`src/rtl/godil_trace_pkg.sv`:
```
// Shared types and record layout for the 6502 bus-cycle trace capture.
// Record is {sync, rw, ab[15:0], data[7:0]}, MSB first.
package godil_trace_pkg;

    localparam int REC_W        = 26;
    localparam int REC_DATA_LSB = 0;
    localparam int REC_AB_LSB   = 8;
    localparam int REC_RW_BIT   = 24;
    localparam int REC_SYNC_BIT = 25;

    typedef enum logic [1:0] {
        IDLE    = 2'd0,
        ARMED   = 2'd1,
        CAPTURE = 2'd2,
        DONE    = 2'd3
    } trace_state_t;

    function automatic logic [REC_W-1:0] pack_rec(
        input logic        sync,
        input logic        rw,
        input logic [15:0] ab,
        input logic [7:0]  data
    );
        logic [REC_W-1:0] r;
        r = '0;
        r[REC_SYNC_BIT]               = sync;
        r[REC_RW_BIT]                 = rw;
        r[REC_AB_LSB +: 16]           = ab;
        r[REC_DATA_LSB +: 8]          = data;
        return r;
    endfunction

endpackage

```
`src/rtl/trace_fifo.sv`:
```
// Purpose: show-ahead FIFO with async clear and synchronous flush.
// Latency: a push into an empty FIFO is visible on head the next cycle.
// Backpressure: push while full is discarded unless a pop happens in the same cycle.
module trace_fifo #(
    parameter int DEPTH = 16,
    parameter int W     = 26
) (
    input  logic         eclk,
    input  logic         ereset_n,
    input  logic         flush,
    input  logic         push,
    input  logic [W-1:0] push_data,
    input  logic         pop,
    output logic [W-1:0] head,
    output logic         full,
    output logic         empty
);

    localparam int AW = $clog2(DEPTH);

    logic [W-1:0]  mem [DEPTH];
    logic [AW-1:0] wr_ptr;
    logic [AW-1:0] rd_ptr;
    logic [AW:0]   count;
    logic          do_push;
    logic          do_pop;

    assign full    = (count == (AW+1)'(DEPTH));
    assign empty   = (count == '0);
    assign do_pop  = pop & ~empty;
    // A full FIFO still accepts a push when the head leaves in the same cycle.
    assign do_push = push & (~full | do_pop);
    assign head    = mem[rd_ptr];

    always_ff @(posedge eclk or negedge ereset_n) begin
        if (!ereset_n) begin
            wr_ptr <= '0;
            rd_ptr <= '0;
            count  <= '0;
        end else if (flush) begin
            wr_ptr <= '0;
            rd_ptr <= '0;
            count  <= '0;
        end else begin
            if (do_push) wr_ptr <= wr_ptr + 1'b1;
            if (do_pop)  rd_ptr <= rd_ptr + 1'b1;
            case ({do_push, do_pop})
                2'b10:   count <= count + 1'b1;
                2'b01:   count <= count - 1'b1;
                default: count <= count;
            endcase
        end
    end

    always_ff @(posedge eclk) begin
        if (do_push && !flush) mem[wr_ptr] <= push_data;
    end

endmodule

```
`src/rtl/bus_trace_capture.sv`:
```
// Purpose: samples 6502 bus cycles at the end of phi2 and buffers a triggered window.
// Latency: record visible on rec_data one eclk after the bus-edge cycle (FIFO empty).
// Backpressure: rec_valid/rec_ready; records arriving while full are dropped, overflow is sticky.
module bus_trace_capture
    import godil_trace_pkg::*;
#(
    parameter int DEPTH   = 16,
    parameter int CAP_LEN = 64
) (
    input  logic             eclk,
    input  logic             ereset_n,
    input  logic             arm,
    input  logic             trig_en,
    input  logic [15:0]      trig_addr,
    input  logic [15:0]      ab,
    input  logic [7:0]       db_i,
    input  logic [7:0]       db_o,
    input  logic             rw,
    input  logic             sync,
    input  logic             clk2,
    output logic [REC_W-1:0] rec_data,
    output logic             rec_valid,
    input  logic             rec_ready,
    output logic [1:0]       state,
    output logic             overflow,
    output logic             done
);

    localparam logic [15:0] CAP_LEN_W = 16'(CAP_LEN);

    trace_state_t     state_q;
    trace_state_t     state_nxt;
    logic [15:0]      cnt;
    logic [15:0]      cnt_nxt;
    logic             clk2_q;
    logic             be;
    logic             trig_hit;
    logic             push;
    logic             pop;
    logic             fifo_full;
    logic             fifo_empty;
    logic [REC_W-1:0] rec_in;
    logic [REC_W-1:0] head;

    assign be       = clk2_q & ~clk2;
    assign trig_hit = ~trig_en | (ab == trig_addr);
    assign rec_in   = pack_rec(sync, rw, ab, rw ? db_i : db_o);

    always_ff @(posedge eclk or negedge ereset_n) begin
        if (!ereset_n) clk2_q <= 1'b0;
        else           clk2_q <= clk2;
    end

    // arm wins over a coincident bus edge: the edge is neither stored nor counted.
    always_comb begin
        state_nxt = state_q;
        cnt_nxt   = cnt;
        push      = 1'b0;
        if (arm) begin
            state_nxt = ARMED;
            cnt_nxt   = '0;
        end else if (be) begin
            case (state_q)
                ARMED: begin
                    if (trig_hit) begin
                        push      = 1'b1;
                        cnt_nxt   = 16'd1;
                        state_nxt = (CAP_LEN_W == 16'd1) ? DONE : CAPTURE;
                    end
                end
                CAPTURE: begin
                    push    = 1'b1;
                    cnt_nxt = cnt + 16'd1;
                    if (cnt_nxt == CAP_LEN_W) state_nxt = DONE;
                end
                default: ;
            endcase
        end
    end

    always_ff @(posedge eclk or negedge ereset_n) begin
        if (!ereset_n) begin
            state_q <= IDLE;
            cnt     <= '0;
        end else begin
            state_q <= state_nxt;
            cnt     <= cnt_nxt;
        end
    end

    always_ff @(posedge eclk or negedge ereset_n) begin
        if (!ereset_n)                   overflow <= 1'b0;
        else if (arm)                    overflow <= 1'b0;
        else if (push & fifo_full & ~pop) overflow <= 1'b1;
    end

    assign pop = rec_valid & rec_ready;

    trace_fifo #(
        .DEPTH (DEPTH),
        .W     (REC_W)
    ) u_fifo (
        .eclk      (eclk),
        .ereset_n  (ereset_n),
        .flush     (arm),
        .push      (push),
        .push_data (rec_in),
        .pop       (pop),
        .head      (head),
        .full      (fifo_full),
        .empty     (fifo_empty)
    );

    assign rec_valid = ~fifo_empty;
    assign rec_data  = rec_valid ? head : '0;
    assign state     = state_q;
    assign done      = (state_q == DONE);

endmodule
```
`config.mk`:
```
export PLATFORM = sky130hd
export DESIGN_NAME = bus_trace_capture
export DESIGN_NICKNAME = d
export VERILOG_FILES = /design/src/rtl/godil_trace_pkg.sv /design/src/rtl/trace_fifo.sv /design/src/rtl/bus_trace_capture.sv
export SDC_FILE = /design/constraint.sdc
export NUM_CORES = 1
export LEC_CHECK = 0
export CORE_UTILIZATION = 35
export DETAILED_ROUTE_END_ITERATION = 7
export PLACE_DENSITY = 0.56
export SLEW_MARGIN = 20
export SYNTH_ARGS = -nofsm -noshare
export SYNTH_HDL_FRONTEND = slang
export SYNTH_HIERARCHICAL = 1
export SYNTH_SLANG_ARGS = --single-unit
```
`constraint.sdc`:
```
create_clock -name eclk -period 9.83 [get_ports eclk]
set_clock_uncertainty 0.2 [all_clocks]
set_input_delay 1.966 -clock eclk [delete_from_list [all_inputs] [get_ports eclk]]
set_output_delay 1.966 -clock eclk [all_outputs]
set_load 0.03 [all_outputs]
```
# Word-level counts from Yosys, hierarchy flattened
# Memory sizes are Yosys's and may differ from the RTL's.
# Cells that the tools add are included.
word_totals:
  regBits: 33
  latchBits: 0
  mem_bits_rw: 416
  rom_bits: 0
  inputBits: 56
  output_inout_bits: 31
  elab_cells: 72
  memories: 1
classes:
  add_sub_neg: 5
  multipliers: 0
  div_mod_pow: 0
  order_cmp: 0
  n_eq_ne: 10
  shifts: 0
  mux: 25
  bitwise: 13
  n_reduce_logical: 11
mem_list:
  columns: ["name", "words", "width", "rd", "rd_ports_with_merged_regs", "wr", "line", "source"]
  rows:
  - ["u_fifo.mem", 16, 26, 1, 0, 1, "trace_fifo.sv:21", "logic [W-1:0] mem [DEPTH];"]
ops:
  columns: ["operator", "n"]
  rows:
  - ["$mux 16", 3]
  - ["$pmux 16 s2", 1]
  - ["$mux 26", 1]
  - ["$add 16x1->16 const B", 1]
  - ["$eq 16x16->1", 1]
  - ["$eq 16x7->1 const B", 1]
  - ["$mux 4", 4]
  - ["$pmux 5 s2", 1]
  - ["$add 4x1->4 const B", 2]
  - ["$mux 2", 4]
  - ["$mux 8", 1]
  - ["$reduce_bool 2->1", 4]
  - ["$mux 1", 7]
  - ["$and 1x1->1", 6]
  - ["$eq 2x2->1 const B", 3]
  - ["$ne 3x3->1 const B", 2]
  - ["$reduce_bool 3->1", 2]
  - ["$add 5x1->5 const B", 1]
  - ["$eq 5x5->1 const B", 1]
  - ["$logic_not 5->1", 1]
  - ["$mux 5", 1]
  - ["$not 1->1", 5]
  - ["$sub 5x1->5 const B", 1]
  - ["$eq 2x1->1 const B", 2]
  - ["other kinds (7)", 8]

# Longest topological paths before layout
logic_depth:
  ltp_word: 10
  depth_mapped: 13
  ltp_nobuf: 13

# Hierarchy
# Netlist, hierarchy kept.
by_module_without_submodules:
  columns: ["mod", "n_inst", "cells_each", "area_per_inst_um2", "seq_area_each_um2"]
  rows:
  - ["trace_fifo", 1, 764, 16548.4, 12817.3]
  - ["bus_trace_capture", 1, 223, 1850.5, 500.5]

# Worst setup path after synthesis
# Ideal clock, no wire load.
synth_path:
  kind: "input -> register"
  startpoint: "input trig_addr[10]"
  endpoint: "memory u_fifo.mem[12][0], enable pin"
  t_arrival_ns: 5.049
  required_time_ns: 9.221
  slack_ns: 4.172
  stages: 9
  path_buffers: 1
  cell_sequence: "xnor2_1 nand4_1 o41ai_2 a21oi_1 nor4_2 clkbuf_1 a21boi_1 nand2_1 nor2_1"
synth_via:
  elab_chain_len: 10
synth_rtl:
  columns: ["element", "line", "source"]
  rows:
  - ["from (decl)", "bus_trace_capture.sv:14", "input logic [15:0] trig_addr,"]
  - ["$eq 16x16->1", "bus_trace_capture.sv:46", "assign trig_hit = ~trig_en | (ab == trig_addr);"]
  - ["$or 1x1->1", "bus_trace_capture.sv:46", null]
  - ["$mux 1", "bus_trace_capture.sv:65", "if (trig_hit) begin"]
  - ["$pmux 1 s2", "bus_trace_capture.sv:63", "case (state_q)"]
  - ["$mux 1", "bus_trace_capture.sv:62", "end else if (be) begin"]
  - ["$mux 1", "bus_trace_capture.sv:59", "if (arm) begin"]
  - ["named net push", "bus_trace_capture.sv:38", "logic push;"]
  - ["$and 1x1->1", "trace_fifo.sv:32", "assign do_push = push & (~full | do_pop);"]
  - ["$logic_and 1x1->1", "trace_fifo.sv:56", "if (do_push && !flush) mem[wr_ptr] <= push_data;"]
  - ["$mux 1", "trace_fifo.sv:56", null]
  - ["$mux 1 (implied by the code)", "trace_fifo.sv:56", null]
  - ["to (decl)", "trace_fifo.sv:21", null]
# The timed path passes the listed nets, and every way through them passes these cells.

# Worst setup path after layout
layout_path:
  startpoint: "input ab[10]"
  endpoint: "memory u_fifo.mem[12][20], enable pin"
layout_via:
  elab_chain_len: 10
layout_rtl:
  columns: ["element", "line", "source"]
  rows:
  - ["from (decl)", "bus_trace_capture.sv:15", "input logic [15:0] ab,"]
  - ["$eq 16x16->1", "bus_trace_capture.sv:46", null]
  - ["$or 1x1->1", "bus_trace_capture.sv:46", null]
  - ["$mux 1", "bus_trace_capture.sv:65", null]
  - ["$pmux 1 s2", "bus_trace_capture.sv:63", null]
  - ["$mux 1", "bus_trace_capture.sv:62", null]
  - ["$mux 1", "bus_trace_capture.sv:59", null]
  - ["named net push", "bus_trace_capture.sv:38", null]
  - ["$and 1x1->1", "trace_fifo.sv:32", null]
  - ["$logic_and 1x1->1", "trace_fifo.sv:56", null]
  - ["$mux 1", "trace_fifo.sv:56", null]
  - ["$mux 1 (implied by the code)", "trace_fifo.sv:56", null]
# The timed path passes the listed nets, and every way through them passes these cells.

==> results by group <==
Detailed routing
  – Final WL: 41.7 mm
  – DR pass1 iterations: 5
  – Routed Antenna Nets: 0
  – Vias/cell: 5.27
  – DRC violations left: 0
  – DR WL/cell: 23.2 um
  – 1st-iter DRT viols: 530
  – DR vias: 9504

GRT
  – Largest net degree at the start of global routing: 70
  – Initial antenna violation count: 4
  – Vias in the first global route: 9945
  – Gr usage total: 15.9%
  – Global-route wire length before repair: 63.1 mm
  – Total global routing overflow: 0

Setup path
  – Critical Path RT: 9.81 ns
  – Buffer and inverter count on the worst path: 2
  – Crit end category: flop
  – Critical path class: in2reg
  – CP Launch Type: primary input
  – Worst-path fanout max: 26
  – Worst path cell trace: clkdlybuf4s50_1 -> xnor2_1 -> nand4_1 -> o41ai_2 -> a21oi_1 -> nor4_2 -> buf_4 -> a21boi_1 -> nand2_1 -> nor2_4
  – R2R cell count: 11
  – Arrival @ worst endpoint: 6.31 ns
  – Top delay family on crit path: simple AND/OR/NAND/NOR gates
  – Reg-to-Reg End: u_fifo/count[4]
  – CP max stage delay: 0.85 ns
  – Crit path max-delay cell type: clkdlybuf4s50_1
  – Crit Reg-Reg Startpoint: u_fifo/count[1]
  – R2r setup slk: 5.53 ns

Floorplanning
  – Core area: 51600 um2
  – Placement Rows: 83
  – Die H: 231 um
  – Initial Utilization: 35.6%
  – IO Pins: 87
  – Die Area: 53500 um2
  – DIE WIDTH: 231 um

Synthesis
  – Flops & latches, synth: 449
  – Share of the synthesized area in the top cell type: 67.9%
  – Post-synth top area cell: edfxtp_1
  – Synth Flop Type: edfxtp_1
  – Mapped Cells: 987
  – Asr flop ratio synth: 7.35%
  – List of most frequent post-synthesis cells: edfxtp_1, mux4_2, a22oi_1, nor2_1, nand2_1
  – EDFF count, synth: 416
  – Total of warnings raised by yosys: 6
  – Mean Syn Cell Area: 18.6 um2
  – Part of the Yosys area used for sequential elements: 72.4%
  – Syn nets: 1057
  – Most frequent cell after synthesis: edfxtp_1
  – Unique cell type count in the Yosys netlist: 58
  – Synthesized cell area: 18400 um2
  – Most area-consuming cells after synthesis: edfxtp_1, mux4_2, dfrtp_1, a22oi_1, nor2b_1

STA
  – Final setup TNS: 0 ns
  – RSZ-0062 raised after global routing: no
  – Fin Hold WS: 0.368 ns
  – Crit path time final: 6.34 ns
  – Slew headroom: 24.9%
  – Setup violators final: 0
  – Final hold vios: 0
  – Period utilisation layout: 64.5%
  – Measured slew at the worst slew-check pin: 1.13 ns
  – Slew Limit Fails: 0
  – Max frequency: 158 MHz

Hold path
  – Hold EP: overflow
  – Worst Min Path Start: overflow
  – Depth of the worst hold-timing path: 1
  – Worst hold path type: reg2reg

Clock network
  – Post-CTS sizing: 0
  – Worst-path clk slew: 0.06 ns
  – Clk buf depth: 3
  – H-tree Lvls: 2
  – CTS Hold Bufs: 0
  – CTS buffer count: 47
  – Worst-Skew Late Latency: 0.55 ns
  – CTS root buffer: clkbuf_16
  – CTS tree: done
  – Post-CTS setup buffer count: 0
  – CTS Sinks: 449

Power
  – P_int: 3.10 mW
  – Leak: 6.74 nW
  – Combinational Power Share: 5.0%
  – Clock power share: 41.7%
  – Psw: 0.847 mW
  – Sequential power share: 53.3%
  – Peak VDD IR: 111 uV
  – Power per cell area: 181 nW/um2
  – Switching Fraction: 21.5%

Layout
  – Util after Layout: 42.2%
  – Nets: 1161
  – Design Area, Final: 21800 um2
  – N_diodes: 0
  – Area growth, synth to finish: 18.3%
  – Layout cells sized above 1: 20.7%

Placement
  – RD Place Congestion: 0.765
  – HPWL Detailed: 23.0 mm
  – PortBufs: 86
  – Placed cell areas: 20200 um2

Run
  – Max Cap Violations: 0

Run status
  – Status: finished, final reports clean
registers in the layout, summed over array words and instances, names as in the netlist:
register / cells
overflow: 1
u_fifo/mem: 416
u_fifo/wr_ptr: 4
u_fifo/rd_ptr: 4
clk2_q: 1
u_fifo/count: 5
state: 2
cnt: 16
layer usage:
layer  up-vias  routed length (um)  GRT usage (%)
met5         -                  52              0
met4         8                 796           4.59
met3        65                1740           2.57
met2       205               20100           25.9
met1      5018               19100           22.1
li1       4208                   -              -
cells by family after synthesis:
logic type,synth area share (%)
AOI/OAI and AO/OA,4.60
xor gates and xnor gates,1.29
adders and majority gates,0.993
buffers and inverters,1.79
DFF,72.4
muxes,13.7
and+or+nand+nor,5.28
cells in the final DEF (no fill, tap or decap), types with 5 or more instances in the layout:
| master | count |
|---|---|
| xor2_1 | 5 |
| edfxtp_1 | 416 |
| or3_1 | 8 |
| nand2_1 | 37 |
| buf_4 | 11 |
| mux2i_1 | 7 |
| clkbuf_16 | 47 |
| nor2_1 | 25 |
| mux4_2 | 104 |
| a21oi_1 | 20 |
| nor3_1 | 8 |
| nor2b_1 | 32 |
| clkbuf_1 | 7 |
| inv_1 | 23 |
| nand3_1 | 21 |
| dfrtp_1 | 31 |
| clkinv_2 | 8 |
| a22oi_1 | 53 |
| mux2_2 | 9 |
| buf_16 | 6 |
| clkinv_1 | 14 |
| ha_1 | 13 |
| clkdlybuf4s50_1 | 85 |
| xnor2_1 | 22 |
| o32ai_1 | 11 |
| nor2_4 | 18 |
| nand4_1 | 12 |
worst max path at each step:
stage | cells past startpoint | endpoint | startpoint | slack (ns)
after CTS | 10 | u_fifo/mem[1][18] | ab[10] | 3.21
after global routing | 10 | u_fifo/mem[12][20] | ab[10] | 3.09
after detailed placement | 10 | u_fifo/mem[1][11] | ab[10] | 2.64
after floorplan | 9 | u_fifo/mem[12][0] | trig_addr[10] | 4.17
final | 10 | u_fifo/mem[12][20] | ab[10] | 3.49
after global placement | 10 | u_fifo/mem[2][12] | ab[10] | 2.74
worst register-to-register path: stages (launching register included):
cell	delay, ns
dfrtp_1	0.43
or4_1	0.77
nor2_4	0.81
nor2b_1	0.42
nor2b_1	0.27
o21ai_4	0.09
inv_2	0.12
ha_1	0.34
nand2b_1	0.07
a21oi_1	0.29
mux2i_1	0.26
nand4_1	0.10
power by group through the flow:
| stage | sequential (mW) | combinational [mW] | clock, mW |
|---|---|---|---|
| final | 2.11 | 0.196 | 1.64 |
| after global routing | 2.11 | 0.215 | 1.75 |
| after CTS | 2.11 | 0.201 | 1.68 |
| after detailed placement | 2.15 | 0.200 | 0 |
| after global placement | 2.15 | 0.197 | 0 |
| after floorplan | 2.15 | 0.0983 | 0 |
final cells by class:
class / count / area [um2]
Clock inverter: 27 / 199
Clock buffer: 54 / 1200
Sequential cell: 449 / 13300
Tap cell: 680 / 851
Inverter: 26 / 97.6
Timing Repair Buffer: 107 / 1180
Fill cell: 4491 / 29900
Multi-Input combinational cell: 460 / 4900
through the flow:
stage | power, mW | std cells | setup slack, ns
4_1_cts | 3.99 | 1797 | 3.21
2_1_floorplan | 2.25 | 987 | 4.17
5_1_grt | 4.07 | 1803 | 3.09
3_3_place_gp | 2.34 | 1712 | 2.74
3_5_place_dp | 2.34 | 1716 | 2.64
6_report | 3.95 | 1803 | 3.49
Note: power is estimated with default switching activity, not from simulation.
